==> src/rtl/lsu_pkg.sv <==
// rtl/lsu_pkg.sv - shared constants, FSM state type and byte-enable helper for the load/store unit
package lsu_pkg;

    localparam logic [2:0] F3_B  = 3'b000;
    localparam logic [2:0] F3_H  = 3'b001;
    localparam logic [2:0] F3_W  = 3'b010;
    localparam logic [2:0] F3_BU = 3'b100;
    localparam logic [2:0] F3_HU = 3'b101;

    typedef enum logic [1:0] {
        IDLE = 2'd0,
        REQ  = 2'd1,
        RESP = 2'd2,
        DONE = 2'd3
    } lsu_state_e;

    // func3[1:0] encodes the access size for both signed and unsigned loads
    function automatic logic [3:0] byte_en(input logic [2:0] f3, input logic [1:0] off);
        case (f3[1:0])
            2'b00:   byte_en = 4'b0001 << off;
            2'b01:   byte_en = 4'b0011 << off;
            default: byte_en = 4'b1111;
        endcase
    endfunction

endpackage

==> src/rtl/lsu_if.sv <==
// rtl/lsu_if.sv - request/grant/response data-memory bus between the LSU and memory
interface lsu_if;

    logic        m_req;
    logic        m_we;
    logic [31:0] m_addr;
    logic [3:0]  m_be;
    logic [31:0] m_wdata;
    logic        m_gnt;
    logic        m_rvalid;
    logic [31:0] m_rdata;
    logic        m_err;

    modport master (
        output m_req, m_we, m_addr, m_be, m_wdata,
        input  m_gnt, m_rvalid, m_rdata, m_err
    );

    modport slave (
        input  m_req, m_we, m_addr, m_be, m_wdata,
        output m_gnt, m_rvalid, m_rdata, m_err
    );

endinterface

==> src/rtl/lsu_align.sv <==
// rtl/lsu_align.sv - store lane replication, byte-enable generation and load shift/extend
module lsu_align
    import lsu_pkg::*;
(
    input  logic [2:0]  func3_i,
    input  logic [1:0]  off_i,
    input  logic [31:0] store_data_i,
    input  logic [31:0] rdata_i,
    output logic [3:0]  be_o,
    output logic [31:0] wdata_o,
    output logic [31:0] load_data_o
);

    logic [31:0] sh;

    always_comb begin
        be_o = byte_en(func3_i, off_i);
        sh   = rdata_i >> {off_i, 3'b000};

        case (func3_i[1:0])
            2'b00:   wdata_o = {4{store_data_i[7:0]}};
            2'b01:   wdata_o = {2{store_data_i[15:0]}};
            default: wdata_o = store_data_i;
        endcase

        case (func3_i)
            F3_B:    load_data_o = {{24{sh[7]}}, sh[7:0]};
            F3_BU:   load_data_o = {24'd0, sh[7:0]};
            F3_H:    load_data_o = {{16{sh[15]}}, sh[15:0]};
            F3_HU:   load_data_o = {16'd0, sh[15:0]};
            default: load_data_o = rdata_i;
        endcase
    end

endmodule

==> src/rtl/lsu.sv <==
// rtl/lsu.sv - load/store unit: alignment checks, memory handshake FSM and timeout
module lsu
    import lsu_pkg::*;
#(
    parameter int TIMEOUT = 16
) (
    input  logic        clk,
    input  logic        rst_n,
    input  logic        ex_valid_i,
    input  logic        mem_read_i,
    input  logic        mem_write_i,
    input  logic [2:0]  func3_i,
    input  logic [31:0] addr_i,
    input  logic [31:0] store_data_i,
    output logic        stall_o,
    output logic [31:0] load_data_o,
    output logic        load_valid_o,
    output logic        exc_misaligned_o,
    output logic        exc_fault_o,
    lsu_if.master       mem
);

    localparam int CW = (TIMEOUT > 1) ? $clog2(TIMEOUT) : 1;
    localparam logic [CW-1:0] CNT_MAX = CW'(TIMEOUT - 1);

    lsu_state_e    state_q;
    logic [31:0]   addr_q;
    logic [2:0]    func3_q;
    logic          we_q;
    logic [31:0]   sdata_q;
    logic          err_q;
    logic [31:0]   load_data_q;
    logic [CW-1:0] cnt_q;

    logic        access, illegal, misaligned, in_idle, accept;
    logic [3:0]  be;
    logic [31:0] wdata, ext_data;

    lsu_align u_align (
        .func3_i      (func3_q),
        .off_i        (addr_q[1:0]),
        .store_data_i (sdata_q),
        .rdata_i      (mem.m_rdata),
        .be_o         (be),
        .wdata_o      (wdata),
        .load_data_o  (ext_data)
    );

    always_comb begin
        access     = ex_valid_i && (mem_read_i || mem_write_i);
        illegal    = (func3_i == 3'b011) || (func3_i[2:1] == 2'b11) || (mem_write_i && func3_i[2]);
        misaligned = (func3_i[1:0] == 2'b01 && addr_i[0]) ||
                     (func3_i[1:0] == 2'b10 && addr_i[1:0] != 2'b00);
        in_idle    = (state_q == IDLE);
        accept     = in_idle && access && !illegal && !misaligned;
    end

    assign stall_o          = accept || (state_q == REQ) || (state_q == RESP);
    assign exc_misaligned_o = in_idle && access && !illegal && misaligned;
    assign exc_fault_o      = (in_idle && access && illegal) || (state_q == DONE && err_q);
    assign load_valid_o     = (state_q == DONE) && !we_q && !err_q;
    assign load_data_o      = load_data_q;

    assign mem.m_req   = (state_q == REQ);
    assign mem.m_we    = (state_q == REQ) && we_q;
    assign mem.m_addr  = (state_q == REQ) ? {addr_q[31:2], 2'b00} : 32'd0;
    assign mem.m_be    = (state_q == REQ) ? be : 4'd0;
    assign mem.m_wdata = (state_q == REQ) ? wdata : 32'd0;

    always_ff @(posedge clk) begin
        if (!rst_n) begin
            state_q     <= IDLE;
            addr_q      <= '0;
            func3_q     <= '0;
            we_q        <= 1'b0;
            sdata_q     <= '0;
            err_q       <= 1'b0;
            load_data_q <= '0;
            cnt_q       <= '0;
        end else begin
            // Counter saturates so a grant on the last budgeted cycle still times out in RESP
            if ((state_q == REQ || state_q == RESP) && cnt_q != CNT_MAX)
                cnt_q <= cnt_q + CW'(1);
            case (state_q)
                IDLE: begin
                    if (accept) begin
                        addr_q  <= addr_i;
                        func3_q <= func3_i;
                        we_q    <= mem_write_i;
                        sdata_q <= store_data_i;
                        err_q   <= 1'b0;
                        cnt_q   <= '0;
                        state_q <= REQ;
                    end
                end
                REQ: begin
                    if (mem.m_gnt) begin
                        state_q <= RESP;
                    end else if (cnt_q == CNT_MAX) begin
                        err_q   <= 1'b1;
                        state_q <= DONE;
                    end
                end
                RESP: begin
                    if (mem.m_rvalid) begin
                        err_q <= mem.m_err;
                        if (!we_q)
                            load_data_q <= ext_data;
                        state_q <= DONE;
                    end else if (cnt_q == CNT_MAX) begin
                        err_q   <= 1'b1;
                        state_q <= DONE;
                    end
                end
                default: state_q <= IDLE;
            endcase
        end
    end

endmodule
==> src/flat_wrapper.sv <==
// flat-port wrapper written by rule: the top's interface ports become plain ports
module lsu_flat import lsu_pkg::*;
#(
    parameter int TIMEOUT = 16
)
  (clk, rst_n, ex_valid_i, mem_read_i, mem_write_i, func3_i, addr_i, store_data_i, stall_o, load_data_o, load_valid_o, exc_misaligned_o, exc_fault_o, mem_m_req, mem_m_we, mem_m_addr, mem_m_be, mem_m_wdata, mem_m_gnt, mem_m_rvalid, mem_m_rdata, mem_m_err);
  lsu_if mem_i ();
  input  logic clk;
  input  logic rst_n;
  input  logic ex_valid_i;
  input  logic mem_read_i;
  input  logic mem_write_i;
  input  logic [2:0] func3_i;
  input  logic [31:0] addr_i;
  input  logic [31:0] store_data_i;
  output logic stall_o;
  output logic [31:0] load_data_o;
  output logic load_valid_o;
  output logic exc_misaligned_o;
  output logic exc_fault_o;
  output wire logic [$bits(mem_i.m_req)-1:0] mem_m_req;
  output wire logic [$bits(mem_i.m_we)-1:0] mem_m_we;
  output wire logic [$bits(mem_i.m_addr)-1:0] mem_m_addr;
  output wire logic [$bits(mem_i.m_be)-1:0] mem_m_be;
  output wire logic [$bits(mem_i.m_wdata)-1:0] mem_m_wdata;
  input wire logic [$bits(mem_i.m_gnt)-1:0] mem_m_gnt;
  input wire logic [$bits(mem_i.m_rvalid)-1:0] mem_m_rvalid;
  input wire logic [$bits(mem_i.m_rdata)-1:0] mem_m_rdata;
  input wire logic [$bits(mem_i.m_err)-1:0] mem_m_err;
  assign mem_m_req = mem_i.m_req;
  assign mem_m_we = mem_i.m_we;
  assign mem_m_addr = mem_i.m_addr;
  assign mem_m_be = mem_i.m_be;
  assign mem_m_wdata = mem_i.m_wdata;
  assign mem_i.m_gnt = mem_m_gnt;
  assign mem_i.m_rvalid = mem_m_rvalid;
  assign mem_i.m_rdata = mem_m_rdata;
  assign mem_i.m_err = mem_m_err;
  lsu #(.TIMEOUT(TIMEOUT)) u_core (.clk(clk), .rst_n(rst_n), .ex_valid_i(ex_valid_i), .mem_read_i(mem_read_i), .mem_write_i(mem_write_i), .func3_i(func3_i), .addr_i(addr_i), .store_data_i(store_data_i), .stall_o(stall_o), .load_data_o(load_data_o), .load_valid_o(load_valid_o), .exc_misaligned_o(exc_misaligned_o), .exc_fault_o(exc_fault_o), .mem(mem_i));
endmodule
==> config.mk <==
export PLATFORM = sky130hd
export DESIGN_NAME = lsu_flat
export DESIGN_NICKNAME = d
export VERILOG_FILES = /design/src/rtl/lsu_pkg.sv /design/src/rtl/lsu_if.sv /design/src/rtl/lsu_align.sv /design/src/rtl/lsu.sv /design/src/flat_wrapper.sv
export SDC_FILE = /design/constraint.sdc
export NUM_CORES = 1
export LEC_CHECK = 0
export ABC_AREA = 1
export BUFFER_PORTS_ARGS = -buffer_cell sky130_fd_sc_hd__buf_2
export CAP_MARGIN = 0
export CORE_MARGIN = 2
export CORE_UTILIZATION = 25
export DETAILED_ROUTE_END_ITERATION = 10
export GPL_TIMING_DRIVEN = 0
export SYNTH_ARGS = -nofsm -noshare
export SYNTH_HDL_FRONTEND = slang
export SYNTH_SLANG_ARGS = --single-unit
==> constraint.sdc <==
create_clock -name clk -period 3.1 [get_ports clk]
set_clock_uncertainty 0.05 [all_clocks]
set_input_delay 0.155 -clock clk [delete_from_list [all_inputs] [get_ports clk]]
set_output_delay 0.155 -clock clk [all_outputs]
set_load 0.01 [all_outputs]
# Word-level counts from Yosys, hierarchy flattened
# Cells that the tools add are included.
# totals
register_bits	107
in_bits	107
output_inout_bits	106
elab_cells	81
# classes
addsub	1
n_eq_ne	15
shift	3
n_mux	19
bitwise_logic	1
reduce_logical	34
# op_table
op	n
32-bit case mux with 4 select lines	1
32-bit 2-to-1 mux	2
32-bit case mux with 2 select lines	1
32-bit by 5-bit right shift with 16-bit output	1
4-bit 2-to-1 mux	4
1-bit logical AND	14
2-bit equality test, second input constant	4
1-bit logical OR	8
2-bit 2-to-1 mux	4
4-bit case mux with 2 select lines	1
2-bit by 1-bit equality test with 1-bit output, second input constant	3
3-bit equality test, second input constant	2
2-bit case mux with 3 select lines	1
3-bit AND reduction	2
4-bit by 1-bit adder with 4-bit output, second input constant	1
4-bit equality test, second input constant	1
1-bit logical NOT	4
2-bit logical NOT	2
1-bit 2-to-1 mux	4
2-bit inequality test, second input constant	2
4-bit inequality test, second input constant	1
1-bit by 2-bit << shifter with 4-bit output, first input constant	1
2-bit by 2-bit << shifter with 4-bit output, first input constant	1
3-bit by 1-bit equality test with 1-bit output, second input constant	1
other kinds (7)	7

# Depth between registers and ports, before layout
# depth
word_depth	8
depth_mapped	11
ltp_nobuf	10

# Modules after synthesis
# Synthesis repeated with hierarchy kept, for this count alone.
# hier_totals
hier_cells	924
hier_area_um2	5871.9
# modules_own_cells
module	n_inst	cells_each	area_each_um2	seq_area_each_um2
lsu	1	666	4565.6	2142.1
lsu_align	1	258	1306.3	0.0

# Least setup slack after synthesis
# No wires, ideal clock.
# synth_path
path_kind	register -> output
from	register u_core.state_q[1]
to	output port mem_m_wdata[23]
t_arrival_ns	1.508
required_ns	2.895
slack_ns	1.387
path_stages_with_launch	7
path_buffers	2
path_cell_list	dfxtp_1 -> inv_1 -> ha_1 -> clkbuf_1 -> clkbuf_1 -> o21ai_0 -> nor2_1
# synth_via
elab_chain_cells	2
# synth_lines
item	line	text
start: declaration	lsu.sv:26	lsu_state_e state_q;
start signal: assignment	lsu.sv:72	state_q <= IDLE;
start signal: assignment	lsu.sv:93	state_q <= REQ;
start signal: assignment	lsu.sv:98	state_q <= RESP;
2-bit by 1-bit equality test with 1-bit output	-	
named net mem_m_req	flat_wrapper.sv:21	output wire logic [$bits(mem_i.m_req)-1:0] mem_m_req;
32-bit 2-to-1 mux	lsu.sv:68	assign mem.m_wdata = (state_q == REQ) ? wdata : 32'd0;
end: declaration	flat_wrapper.sv:25	output wire logic [$bits(mem_i.m_wdata)-1:0] mem_m_wdata;
# The timed path passes the listed nets, and every way through them passes these cells.

# Worst setup path in the final report
# layout_path
from	register u_core.state_q[0]
to	output port stall_o
# layout_via
elab_chain_cells	6
word_cells_on_any_way	8
classes_between	eq/ne: 2; reduce/logical: 6
# layout_lines
item	line	text
2-bit logical NOT	lsu.sv:54	in_idle = (state_q == IDLE);
1-bit logical AND (3 in a row)	lsu.sv:55	accept = in_idle && access && !illegal && !misaligned;
1-bit logical OR	lsu.sv:58	assign stall_o = accept || (state_q == REQ) || (state_q == RESP);
1-bit logical OR (*)	lsu.sv:58	
end: declaration	flat_wrapper.sv:16	output logic stall_o;
# Every way passes the cells marked *; elsewhere a longest branch is shown, timed or not.

==> results.json <==
{
  "outcome": "finished with violations",
  "failed_checks": "negative hold slack",
  "setup_tns_ps": 0,
  "dp.cells": 1346,
  "routed_wl_um": 20900,
  "port_buffers": 210,
  "cp.arrival_ps": 2540,
  "postSynthCellCount": 855,
  "rsz0062_at_grt": "no",
  "worst-setup-path-type": "register to output pin",
  "ir_drop_mv": 0.275,
  "start_util_pct": 25.2,
  "critPathBufInv": 4,
  "crit_path_start": "u_core.state_q[0]",
  "drc": 0,
  "viasPerCell": 4.54,
  "fin_cells": 1396,
  "dp_hpwl_um": 15800,
  "grt-ovfl-total": 0,
  "holdPathEnd": "u_core.addr_q[4]",
  "worstPathCellList": "inv_1 -> ha_1 -> nand2_1 -> nor2_1 -> nand3_2 -> buf_6 -> clkbuf_1 -> nand3_1 -> buf_2",
  "cp-start-kind": "register",
  "gp_congestion": 0.890,
  "grt_use_total_pct": 18.0,
  "die_x_um": 152,
  "clk_pin_slew_ps": 90,
  "path_delay_family": "buffers and inverters",
  "min_path_type": "input port to register",
  "fillerInstances": 2423,
  "powerDensity_nw_per_um2": 531,
  "die_h_um": 152,
  "syn2layout_area_growth_pct": 37.3,
  "cts_buffer_depth": 2,
  "wl_per_cell_um": 15.0,
  "dr.pass1.iters": 4,
  "min_period_ps": 2750,
  "ys_ff_latch": 107,
  "fin_nets": 1223,
  "r2r_start": "u_core.state_q[0]",
  "layout_common_cells": "buf_2, nor2_1, nand2_1, o21ai_0, dfxtp_1",
  "drt_iter0_drc": 312,
  "ioPinCount": 213,
  "crit_path_max_incr_delay_ps": 480,
  "worstPathRequired_ps": 2890,
  "clockRootBuffer": "clkbuf_16",
  "slew_violations": 0,
  "end_kind": "output pin",
  "grt_pass1_vias": 5991,
  "fin_util_pct": 34.7,
  "cts_tree": "built",
  "setup_viol_count_final": 0,
  "dp_slack_ps": 715,
  "finalWorstSetupSlack_ps": 354,
  "cts_htree_levels": 3,
  "grt_start_max_net_pins": 22,
  "layout_commonest_cell": "buf_2",
  "yosys_warnings": 0,
  "whs_path_depth": 3,
  "fmax_mhz": 364,
  "rows": 54,
  "insertion_delay_ps": 360,
  "synth.distinct_cells": 27,
  "ant_nets": 0,
  "seq_area_frac_synth_pct": 39.3,
  "period_share_pct": 88.6,
  "post_cts_resize_count": 0,
  "core_area_um2": 21600,
  "postCtsSetupBuffers": 0,
  "cts_buffers": 9,
  "worstPathMaxFanout": 10,
  "min-delay-start": "addr_i[4]",
  "syn_avg_cell_area_um2": 6.38,
  "netlist_area_um2": 5460,
  "r2r_cells": 8,
  "rrSetupSlack_ps": 810,
  "drive_above_1_share_pct": 23.2,
  "die_area_um2": 23000,
  "cts.sinks": 107,
  "leakagePower_nw": 3.91,
  "worstMarginPinSlew_ps": 669,
  "antenna_found_initial": 2,
  "slew_headroom_pct": 55.4,
  "holdWs_ps": -1.17,
  "critPathSlowestCell": "clkbuf_1",
  "num_vias": 6336,
  "grt_pass1_wl_um": 31700,
  "maxCapViolations": 0,
  "r2r_end": "u_core.load_data_o[14]",
  "hold_viol_final": 1
}
-- synth_stat cells --
cell type    n  area share (%)
xor2_1       1            0.16
clkinv_4     1            0.16
nor2_2       3            0.34
ha_1         7             1.6
nand2_2      3            0.34
xnor2_1      1            0.16
inv_2        1           0.069
conb_1       1           0.069
clkinv_1     1           0.069
o21ai_0    123              11
clkbuf_1    35             2.4
buf_2       15             1.4
buf_4        2            0.28
o32ai_1      1            0.16
or2_1        2            0.23
a21oi_1     55             5.0
dfxtp_1    107              39
nor3_1       4            0.37
nand2_1    127             8.7
buf_1        2            0.14
o22ai_1      8            0.92
inv_1       81             5.6
nand3_2      1            0.18
o211ai_2     1            0.23
nand3_1     63             5.8
buf_6        5             1.0
nor2_1     204              14
-- worst max-delay path by stage --
stage	to	slack, ps	cells past startpoint
after floorplan	mem_m_wdata[23]	1390	6
after global placement	mem_m_wdata[23]	730	7
after detailed placement	stall_o	720	9
after CTS	stall_o	310	9
after global routing	mem_m_wdata[23]	140	7
final	stall_o	350	9
-- power by group --
| part | switching (mW) | internal [mW] |
|---|---|---|
| combinational | 0.759 | 0.418 |
| sequential | 0.0874 | 1.51 |
| clock | 0.631 | 0.576 |
| total | 1.48 | 2.50 |
-- routing by layer --
| layer | vias up | track usage, % | share of wire [%] |
|---|---|---|---|
| met4 | 0 | 5.88 | 2.4 |
| met5 | - | 0 | 0 |
| li1 | 3218 | - | - |
| met2 | 244 | 28.9 | 46 |
| met1 | 2837 | 23.6 | 45 |
| met3 | 37 | 4.46 | 7.2 |
-- sequential cells by signal, indices dropped and copies added (netlist names) --
signal and cells:
u_core.addr_q 32, u_core.sdata_q 32, u_core.err_q 1, u_core.func3_q 3
u_core.load_data_o 32, u_core.state_q 2, u_core.we_q 1, u_core.cnt_q 4
-- through the flow --
stage / power (mW) / area [um2] / hold slack (ps)
floorplan: 2.33 / 5460 / 248
global route: 4.22 / 7490 / 7.28
global placement: 2.76 / 6860 / 356
finish: 3.98 / 7490 / -1.17
CTS: 4.01 / 7490 / 0.457
detailed placement: 2.77 / 6860 / 360
-- cell type report --
type                       instances  area, um2  share of cell area [%]
clock buffer                       9        225                    3.01
clock inverter                     7       80.1                    1.07
inverter                          84        320                    4.28
tap                              280        350                    4.68
sequential                       107       2140                    28.6
antenna                            2       5.00                  0.0668
timing repair buffer             242       1370                    18.3
buffer                            59        285                    3.81
multi-input combinational        606       2710                    36.2
-- worst reg2reg max path, cell delays in order (launching register included) --
cell	delay, ps
dfxtp_1	360
inv_1	140
ha_1	200
nand2_1	80
nor2_1	360
buf_2	320
clkbuf_1	450
o21ai_0	160
nor2_1	120
-- cells by family (layout without fill, tap and decap cells) --
| family | after synthesis | in the layout | synth area share, % |
|---|---|---|---|
| AOI/OAI and AO/OA | 188 | 188 | 17.6 |
| xor gates and xnor gates | 2 | 2 | 0.321 |
| adders and majority gates | 7 | 7 | 1.61 |
| buffers and inverters | 143 | 401 | 11.1 |
| DFF | 107 | 107 | 39.3 |
| other | 1 | 4 | 0.0687 |
| and+or+nand+nor | 407 | 407 | 30.0 |
-- what timing repair did --
item,in CTS,in global routing
hold buffers,32,0
endpoints found under the setup margin,0,0
hold endpoints to repair,32,0
Note: power is estimated with default switching activity, not from simulation.
